<file path="src/rtl/spi_bridge_pkg.sv">
// Shared widths, field positions and FSM states for the
// SPI side of the AHB-to-SPI bridge.
package spi_bridge_pkg;

  localparam int CMD_W    = 41;
  localparam int ADDR_W   = 8;
  localparam int DATA_W   = 32;
  localparam int RSP_W    = 40;
  localparam int CMD_BIT  = 40;
  localparam int ADDR_MSB = 39;
  localparam int ADDR_LSB = 32;

  typedef enum logic [2:0] {
    S_IDLE,
    S_POP,
    S_LOAD,
    S_SETUP,
    S_SHIFT,
    S_HOLD,
    S_RESP
  } state_t;

  // Read frames drive zeros through the data phase.
  function automatic logic [CMD_W-1:0] mosi_image(
    input logic [CMD_W-1:0] cmd
  );
    return cmd[CMD_BIT] ? cmd
         : {cmd[CMD_BIT:ADDR_LSB], {DATA_W{1'b0}}};
  endfunction

endpackage

</file>
<file path="src/rtl/spi_tx_frame_engine_if.sv">
// FIFO and SPI pin bundle for the TX frame engine.
// master = engine side, slave = FIFOs / pads / bench side.
interface spi_tx_frame_engine_if;
  import spi_bridge_pkg::*;

  logic             enable;
  logic             tx_empty;
  logic             tx_rd_en;
  logic [CMD_W-1:0] tx_rd_data;
  logic             rx_full;
  logic             rx_wr_en;
  logic [RSP_W-1:0] rx_wr_data;
  logic             sclk;
  logic             cs_n;
  logic             mosi;
  logic             miso;
  logic             busy;

  modport master (
    input  enable, tx_empty, tx_rd_data,
    input  rx_full, miso,
    output tx_rd_en, rx_wr_en, rx_wr_data,
    output sclk, cs_n, mosi, busy
  );

  modport slave (
    output enable, tx_empty, tx_rd_data,
    output rx_full, miso,
    input  tx_rd_en, rx_wr_en, rx_wr_data,
    input  sclk, cs_n, mosi, busy
  );

endinterface

</file>
<file path="src/rtl/spi_sclk_gen.sv">
// SCLK divider: toggles every CLK_DIV cycles while run is high.
// rise/fall strobes flag the rd_clk edge on which sclk changes.
module spi_sclk_gen #(
  parameter int CLK_DIV = 4
) (
  input  logic clk,
  input  logic rst_n,
  input  logic run,
  output logic sclk,
  output logic rise_pulse,
  output logic fall_pulse
);

  localparam int CW = $clog2(CLK_DIV) + 1;
  localparam logic [CW-1:0] LAST = CW'(CLK_DIV - 1);

  logic [CW-1:0] r_cnt;
  logic          r_sclk;
  logic          w_tick;

  assign w_tick     = run && (r_cnt == LAST);
  assign rise_pulse = w_tick && !r_sclk;
  assign fall_pulse = w_tick && r_sclk;
  assign sclk       = r_sclk;

  always_ff @(posedge clk or negedge rst_n) begin
    if (!rst_n) begin
      r_cnt  <= '0;
      r_sclk <= 1'b0;
    end else if (!run) begin
      r_cnt  <= '0;
      r_sclk <= 1'b0;
    end else if (w_tick) begin
      r_cnt  <= '0;
      r_sclk <= ~r_sclk;
    end else begin
      r_cnt  <= r_cnt + 1'b1;
    end
  end

endmodule

</file>
<file path="src/rtl/spi_tx_frame_engine.sv">
// Pops TX command words, runs one SPI mode-0 frame per word
// and pushes read responses into the RX FIFO.
module spi_tx_frame_engine
  import spi_bridge_pkg::*;
#(
  parameter int CLK_DIV  = 4,
  parameter int CS_SETUP = 2,
  parameter int CS_HOLD  = 2
) (
  input logic rd_clk,
  input logic rd_rst_n,
  spi_tx_frame_engine_if.master bus
);

  localparam int PMAX = (CS_SETUP > CS_HOLD) ? CS_SETUP : CS_HOLD;
  localparam int PW   = $clog2(PMAX) + 1;
  localparam logic [PW-1:0] SETUP_LAST = PW'(CS_SETUP - 1);
  localparam logic [PW-1:0] HOLD_LAST  = PW'(CS_HOLD - 1);
  localparam logic [5:0]    LAST_BIT   = 6'd40;

  state_t            r_state;
  logic [CMD_W-1:0]  r_sr;
  logic [DATA_W-1:0] r_rdata;
  logic [ADDR_W-1:0] r_addr;
  logic              r_is_wr;
  logic [5:0]        r_bit_cnt;
  logic [PW-1:0]     r_ph_cnt;
  logic              r_cs_n;
  logic              r_busy;
  logic              r_tx_rd_en;
  logic              r_rx_wr_en;
  logic [RSP_W-1:0]  r_rx_wr_data;
  logic              w_sclk;
  logic              w_rise;
  logic              w_fall;

  spi_sclk_gen #(.CLK_DIV(CLK_DIV)) u_sclk (
    .clk        (rd_clk),
    .rst_n      (rd_rst_n),
    .run        (r_state == S_SHIFT),
    .sclk       (w_sclk),
    .rise_pulse (w_rise),
    .fall_pulse (w_fall)
  );

  assign bus.sclk       = w_sclk;
  assign bus.cs_n       = r_cs_n;
  assign bus.mosi       = r_sr[CMD_W-1];
  assign bus.busy       = r_busy;
  assign bus.tx_rd_en   = r_tx_rd_en;
  assign bus.rx_wr_en   = r_rx_wr_en;
  assign bus.rx_wr_data = r_rx_wr_data;

  always_ff @(posedge rd_clk or negedge rd_rst_n) begin
    if (!rd_rst_n) begin
      r_state      <= S_IDLE;
      r_sr         <= '0;
      r_rdata      <= '0;
      r_addr       <= '0;
      r_is_wr      <= 1'b0;
      r_bit_cnt    <= '0;
      r_ph_cnt     <= '0;
      r_cs_n       <= 1'b1;
      r_busy       <= 1'b0;
      r_tx_rd_en   <= 1'b0;
      r_rx_wr_en   <= 1'b0;
      r_rx_wr_data <= '0;
    end else begin
      r_tx_rd_en <= 1'b0;
      r_rx_wr_en <= 1'b0;
      unique case (r_state)
        S_IDLE: begin
          if (bus.enable && !bus.tx_empty) begin
            r_tx_rd_en <= 1'b1;
            r_busy     <= 1'b1;
            r_state    <= S_POP;
          end
        end
        S_POP: r_state <= S_LOAD;
        S_LOAD: begin
          r_sr      <= mosi_image(bus.tx_rd_data);
          r_addr    <= bus.tx_rd_data[ADDR_MSB:ADDR_LSB];
          r_is_wr   <= bus.tx_rd_data[CMD_BIT];
          r_cs_n    <= 1'b0;
          r_bit_cnt <= '0;
          r_ph_cnt  <= '0;
          r_state   <= S_SETUP;
        end
        S_SETUP: begin
          if (r_ph_cnt == SETUP_LAST) begin
            r_ph_cnt <= '0;
            r_state  <= S_SHIFT;
          end else begin
            r_ph_cnt <= r_ph_cnt + 1'b1;
          end
        end
        S_SHIFT: begin
          // 32-bit shift keeps only the data-phase samples
          if (w_rise) r_rdata <= {r_rdata[DATA_W-2:0], bus.miso};
          if (w_fall) begin
            if (r_bit_cnt == LAST_BIT) begin
              r_state <= S_HOLD;
            end else begin
              r_sr      <= r_sr << 1;
              r_bit_cnt <= r_bit_cnt + 1'b1;
            end
          end
        end
        S_HOLD: begin
          if (r_ph_cnt == HOLD_LAST) begin
            r_ph_cnt <= '0;
            r_cs_n   <= 1'b1;
            r_sr     <= '0;
            if (r_is_wr) begin
              r_busy  <= 1'b0;
              r_state <= S_IDLE;
            end else begin
              r_state <= S_RESP;
            end
          end else begin
            r_ph_cnt <= r_ph_cnt + 1'b1;
          end
        end
        S_RESP: begin
          if (!bus.rx_full) begin
            r_rx_wr_en   <= 1'b1;
            r_rx_wr_data <= {r_addr, r_rdata};
            r_busy       <= 1'b0;
            r_state      <= S_IDLE;
          end
        end
        default: r_state <= S_IDLE;
      endcase
    end
  end

endmodule

</file>
<file path="src/flat_wrapper.sv">
// flat-port wrapper written by rule: the top's interface ports become plain ports
module spi_tx_frame_engine_flat import spi_bridge_pkg::*;
#(
  parameter int CLK_DIV  = 4,
  parameter int CS_SETUP = 2,
  parameter int CS_HOLD  = 2
)
  (rd_clk, rd_rst_n, bus_enable, bus_tx_empty, bus_tx_rd_data, bus_rx_full, bus_miso, bus_tx_rd_en, bus_rx_wr_en, bus_rx_wr_data, bus_sclk, bus_cs_n, bus_mosi, bus_busy);
  spi_tx_frame_engine_if bus_i ();
  input logic rd_clk;
  input logic rd_rst_n;
  input wire logic [$bits(bus_i.enable)-1:0] bus_enable;
  input wire logic [$bits(bus_i.tx_empty)-1:0] bus_tx_empty;
  input wire logic [$bits(bus_i.tx_rd_data)-1:0] bus_tx_rd_data;
  input wire logic [$bits(bus_i.rx_full)-1:0] bus_rx_full;
  input wire logic [$bits(bus_i.miso)-1:0] bus_miso;
  output wire logic [$bits(bus_i.tx_rd_en)-1:0] bus_tx_rd_en;
  output wire logic [$bits(bus_i.rx_wr_en)-1:0] bus_rx_wr_en;
  output wire logic [$bits(bus_i.rx_wr_data)-1:0] bus_rx_wr_data;
  output wire logic [$bits(bus_i.sclk)-1:0] bus_sclk;
  output wire logic [$bits(bus_i.cs_n)-1:0] bus_cs_n;
  output wire logic [$bits(bus_i.mosi)-1:0] bus_mosi;
  output wire logic [$bits(bus_i.busy)-1:0] bus_busy;
  assign bus_i.enable = bus_enable;
  assign bus_i.tx_empty = bus_tx_empty;
  assign bus_i.tx_rd_data = bus_tx_rd_data;
  assign bus_i.rx_full = bus_rx_full;
  assign bus_i.miso = bus_miso;
  assign bus_tx_rd_en = bus_i.tx_rd_en;
  assign bus_rx_wr_en = bus_i.rx_wr_en;
  assign bus_rx_wr_data = bus_i.rx_wr_data;
  assign bus_sclk = bus_i.sclk;
  assign bus_cs_n = bus_i.cs_n;
  assign bus_mosi = bus_i.mosi;
  assign bus_busy = bus_i.busy;
  spi_tx_frame_engine #(.CLK_DIV(CLK_DIV), .CS_SETUP(CS_SETUP), .CS_HOLD(CS_HOLD)) u_core (.rd_clk(rd_clk), .rd_rst_n(rd_rst_n), .bus(bus_i));
endmodule
</file>
<file path="config.mk">
export PLATFORM = sky130hd
export DESIGN_NAME = spi_tx_frame_engine_flat
export DESIGN_NICKNAME = d
export VERILOG_FILES = /design/src/rtl/spi_bridge_pkg.sv /design/src/rtl/spi_tx_frame_engine_if.sv /design/src/rtl/spi_sclk_gen.sv /design/src/rtl/spi_tx_frame_engine.sv /design/src/flat_wrapper.sv
export SDC_FILE = /design/constraint.sdc
export NUM_CORES = 1
export LEC_CHECK = 0
export ABC_AREA = 1
export ABC_CLOCK_PERIOD_IN_PS = 1800
export CORE_UTILIZATION = 40
export DETAILED_ROUTE_END_ITERATION = 16
export PLACE_DENSITY_LB_ADDON = 0.08
export SYNTH_ARGS = -nofsm -noshare
export SYNTH_HDL_FRONTEND = slang
export SYNTH_SLANG_ARGS = --single-unit
</file>
<file path="constraint.sdc">
create_clock -name rd_clk -period 1.8 [get_ports rd_clk]
set_clock_uncertainty 0.05 [all_clocks]
set_input_delay 0.18 -clock rd_clk [delete_from_list [all_inputs] [get_ports rd_clk]]
set_output_delay 0.18 -clock rd_clk [all_outputs]
set_load 0.005 [all_outputs]
</file>
==> results.yml <==
status:
  status: "finished, final reports clean"
power:
  power.combinational.fraction: 0.058
  vdd_ir_drop_max_mv: 0.600
  switching_power_mw: 1.60
  leakage_nw: 3.98
  share_clk_of_total_power: 0.487
  sequentialPowerShare: 0.455
  cellPowerDensity_mw_per_mm2: 913
  power.share.switching: 0.218
  internal_power_mw: 5.72
worst_setup_path:
  crit_family: "flip-flops"
  worst_r2r_path_depth: 10
  crit_chain: "clkdlybuf4s50_1"
  start_kind: "register"
  critical_path.slowest_cell: "dfstp_2"
  worst-path-stages: 1
  setup.worst_path.end_class: "primary output"
  worst-setup-path-type: "register to primary output"
  worst-path-buf-inv: 1
  critPathArrivalTime_ns: 1.44
  regToRegSetupSlack_ns: 0.14
  worst_path_maximum_fanout: 2
  critPathMaxStageDelay_ns: 0.53
  critical_path_data_required_time_ns: 1.57
timing:
  worst-slew-pin-transition_ns: 0.410
  grt_setup_unrepaired: "no"
  finalHoldViolCount: 0
  achievable-frequency_ghz: 0.597
  timing_max_transition_violations_final: 0
  finalSetupViolations: 0
  totalNegativeSetupSlack_ns: 0
  final_min_period_over_clock_period: 0.930
  period_minus_slack_ns: 1.67
  slew-limit-headroom: 0.724
logic_synthesis:
  synth_enable_flop_cells: 0
  synth_fp_nets: 805
  ys_top_cells_by_area: "dfrtp_1 57%, nand2_1 20%, o21ai_0 4.0%"
  ys.warnings.count: 0
  synthDominantAreaCellType: "dfrtp_1"
  synthArstFlopShare: 1.00
  postSynth.topFlopCell: "dfrtp_1"
  post_syn_area_mm2: 0.00618
  yosysUniqueCellTypes: 31
  synthDominantCellAreaShare: 0.567
  synth_area_per_cell_um2: 8.19
  share_of_synthesized_area_occupied_by_flip_flops_and_latches: 0.571
  syn-instance-count: 755
  ys_seq_elements: 141
route:
  drt_drc_violations_left: 0
  drt-pass1-iter-count: 5
  first_iter_violations: 319
  drt-vias-per-instance: 4.71
  antenna_left: 0
  detailed_route_via_count: 4942
  finalWirelength_um: 13000
  routedWlPerCell_um: 12.4
clock_network:
  cts.path.max_buffers: 2
  number_of_buffers_created_by_cts: 17
  ctsRootBufferMaster: "clkbuf_16"
  insertion_delay_ns: 0.42
  cts.sink_count: 141
  cts.htree.levels: 4
  clock_tree_from_tritoncts: "built"
  clock_transition_at_path_regs_ns: 0.06
die:
  io-pin-count: 93
  die_width_um: 126
  num_rows: 45
  floorplan.die_area_mm2: 0.0160
  die_h_um: 126
  core_mm2: 0.0151
  initial_core_util: 0.408
final_layout:
  synth_to_layout_area_growth_pct: 29.7
  layout.core_utilization: 0.529
  sequential_cell_area_mm2: 0.00353
  num-fill-cells: 1408
  layout.nets: 899
  antenna_cells_inserted: 0
  footprint_of_the_multi_input_gates_mm2: 0.00220
  leading_cell_type_in_the_layout_fill_and_taps_excluded: "nand2_1"
  drive_gt1_frac: 0.0847
  most-common-layout-cells: "335 x nand2_1, 138 x dfrtp_1, 91 x clkdlybuf4s50_1"
global_route:
  first_global_vias: 4621
  grt_pass1_wl_um: 22000
  groute.usage.overall: 0.173
  grt_overflow: 0
  grt_max_degree: 80
  antenna_found_initial: 0
job:
  cap_viol_max_count: 0
min_path:
  min-delay-path-class: "primary input to asynchronous set/reset pin"
placed_design:
  post_detail_place_hpwl_um: 8380
  place.port_buffers: 92
  final_weighted_congestion_of_routability_driven_global_placement: 0.815
[synth_stat cells (5+ instances only)]
cell type and count:
buf_1 5, nand2_1 336, buf_6 5, nor2_1 17, inv_1 60, o21ai_0 50
buf_2 20, dfrtp_1 140, o21ai_1 37, nand3_1 47
[power by group through the flow]
stage	clock network [mW]	registers, mW	logic [mW]
detailed placement	0	3.39	0.430
CTS	3.66	3.33	0.433
finish	3.57	3.33	0.422
global route	3.79	3.34	0.479
floorplan	0	3.38	0.125
global placement	0	3.39	0.423
[metal layers]
layer	global-route usage	part of all wire
met3	0.0354	0.035
met1	0.234	0.49
met5	0	0
met2	0.268	0.46
met4	0.0808	0.016
[logic make-up (layout without fill, tap and decap cells)]
| logic type | Yosys count | in the layout | synth area share |
|---|---|---|---|
| AO/OA/AOI/OAI | 93 | 93 | 0.0763 |
| XOR/XNOR | 1 | 1 | 0.00142 |
| AND/OR/NAND/NOR | 414 | 414 | 0.269 |
| buffers and inverters | 103 | 210 | 0.0757 |
| adder cells (fa/ha/maj) | 3 | 3 | 0.00607 |
| flip-flops | 141 | 141 | 0.571 |
[flip-flops by register name (all words and copies together) (netlist names)]
register,cells
u_core.r_rdata,32
u_core.r_state,3
u_core.r_ph_cnt,2
u_core.r_sr,41
u_core.u_sclk.sclk,1
u_core.r_bit_cnt,6
u_core.r_is_wr,1
u_core.bus.cs_n,1
u_core.bus.tx_rd_en,1
u_core.u_sclk.r_cnt,3
u_core.bus.rx_wr_en,1
u_core.r_addr,8
u_core.bus.rx_wr_data,40
u_core.bus.busy,1
[final cells by class]
type                            instances  share of cell area
Clock buffer                           18              0.0548
Clock inverter                         14              0.0208
Inverter                               63              0.0297
Multi-Input combinational cell        511               0.274
Sequential cell                       141               0.441
Tap cell                              188              0.0293
Timing Repair Buffer                  115               0.151
[path summary, 6_finish.rpt]
path / from / to
setup reg to reg: u_core.r_bit_cnt[0]$_DFFE_PN0P_ / u_core.r_sr[38]$_DFFE_PN0P_
min in group rd_clk: bus_miso / u_core.r_rdata[0]$_DFFE_PN0P_
hold reg to reg: u_core.u_sclk.r_cnt[0]$_DFF_PN0_ / u_core.u_sclk.r_cnt[0]$_DFF_PN0_
hold / removal: rd_rst_n / u_core.bus.rx_wr_data[7]$_DFFE_PN0P_
max in group asynchronous: rd_rst_n / u_core.bus.rx_wr_data[36]$_DFFE_PN0P_
setup / recovery: u_core.bus.cs_n$_DFFE_PN1P_ / bus_cs_n
[metrics by stage]
step                instance area (um2)  power [mW]  setup WS, ns  hold slack, ns  instances
global placement                   7320        3.81         0.157          0.0468       1012
floorplan                          6180        3.51         0.249          -0.166        755
global route                       8020        7.61       0.00896           0.192       1050
finish                             8020        7.32         0.126           0.180       1050
CTS                                7930        7.42        0.0485           0.172       1045
detailed placement                 7320        3.82         0.108          0.0526       1012
[what timing repair did]
item / CTS / global route
hold buffers: 1 / 0
endpoints found under the setup margin: 0 / 10
setup buffers: 0 / 3
gates resized for setup: 0 / 5
endpoints found under the hold margin: 101 / 0
Power figures use the tool's default switching activity.
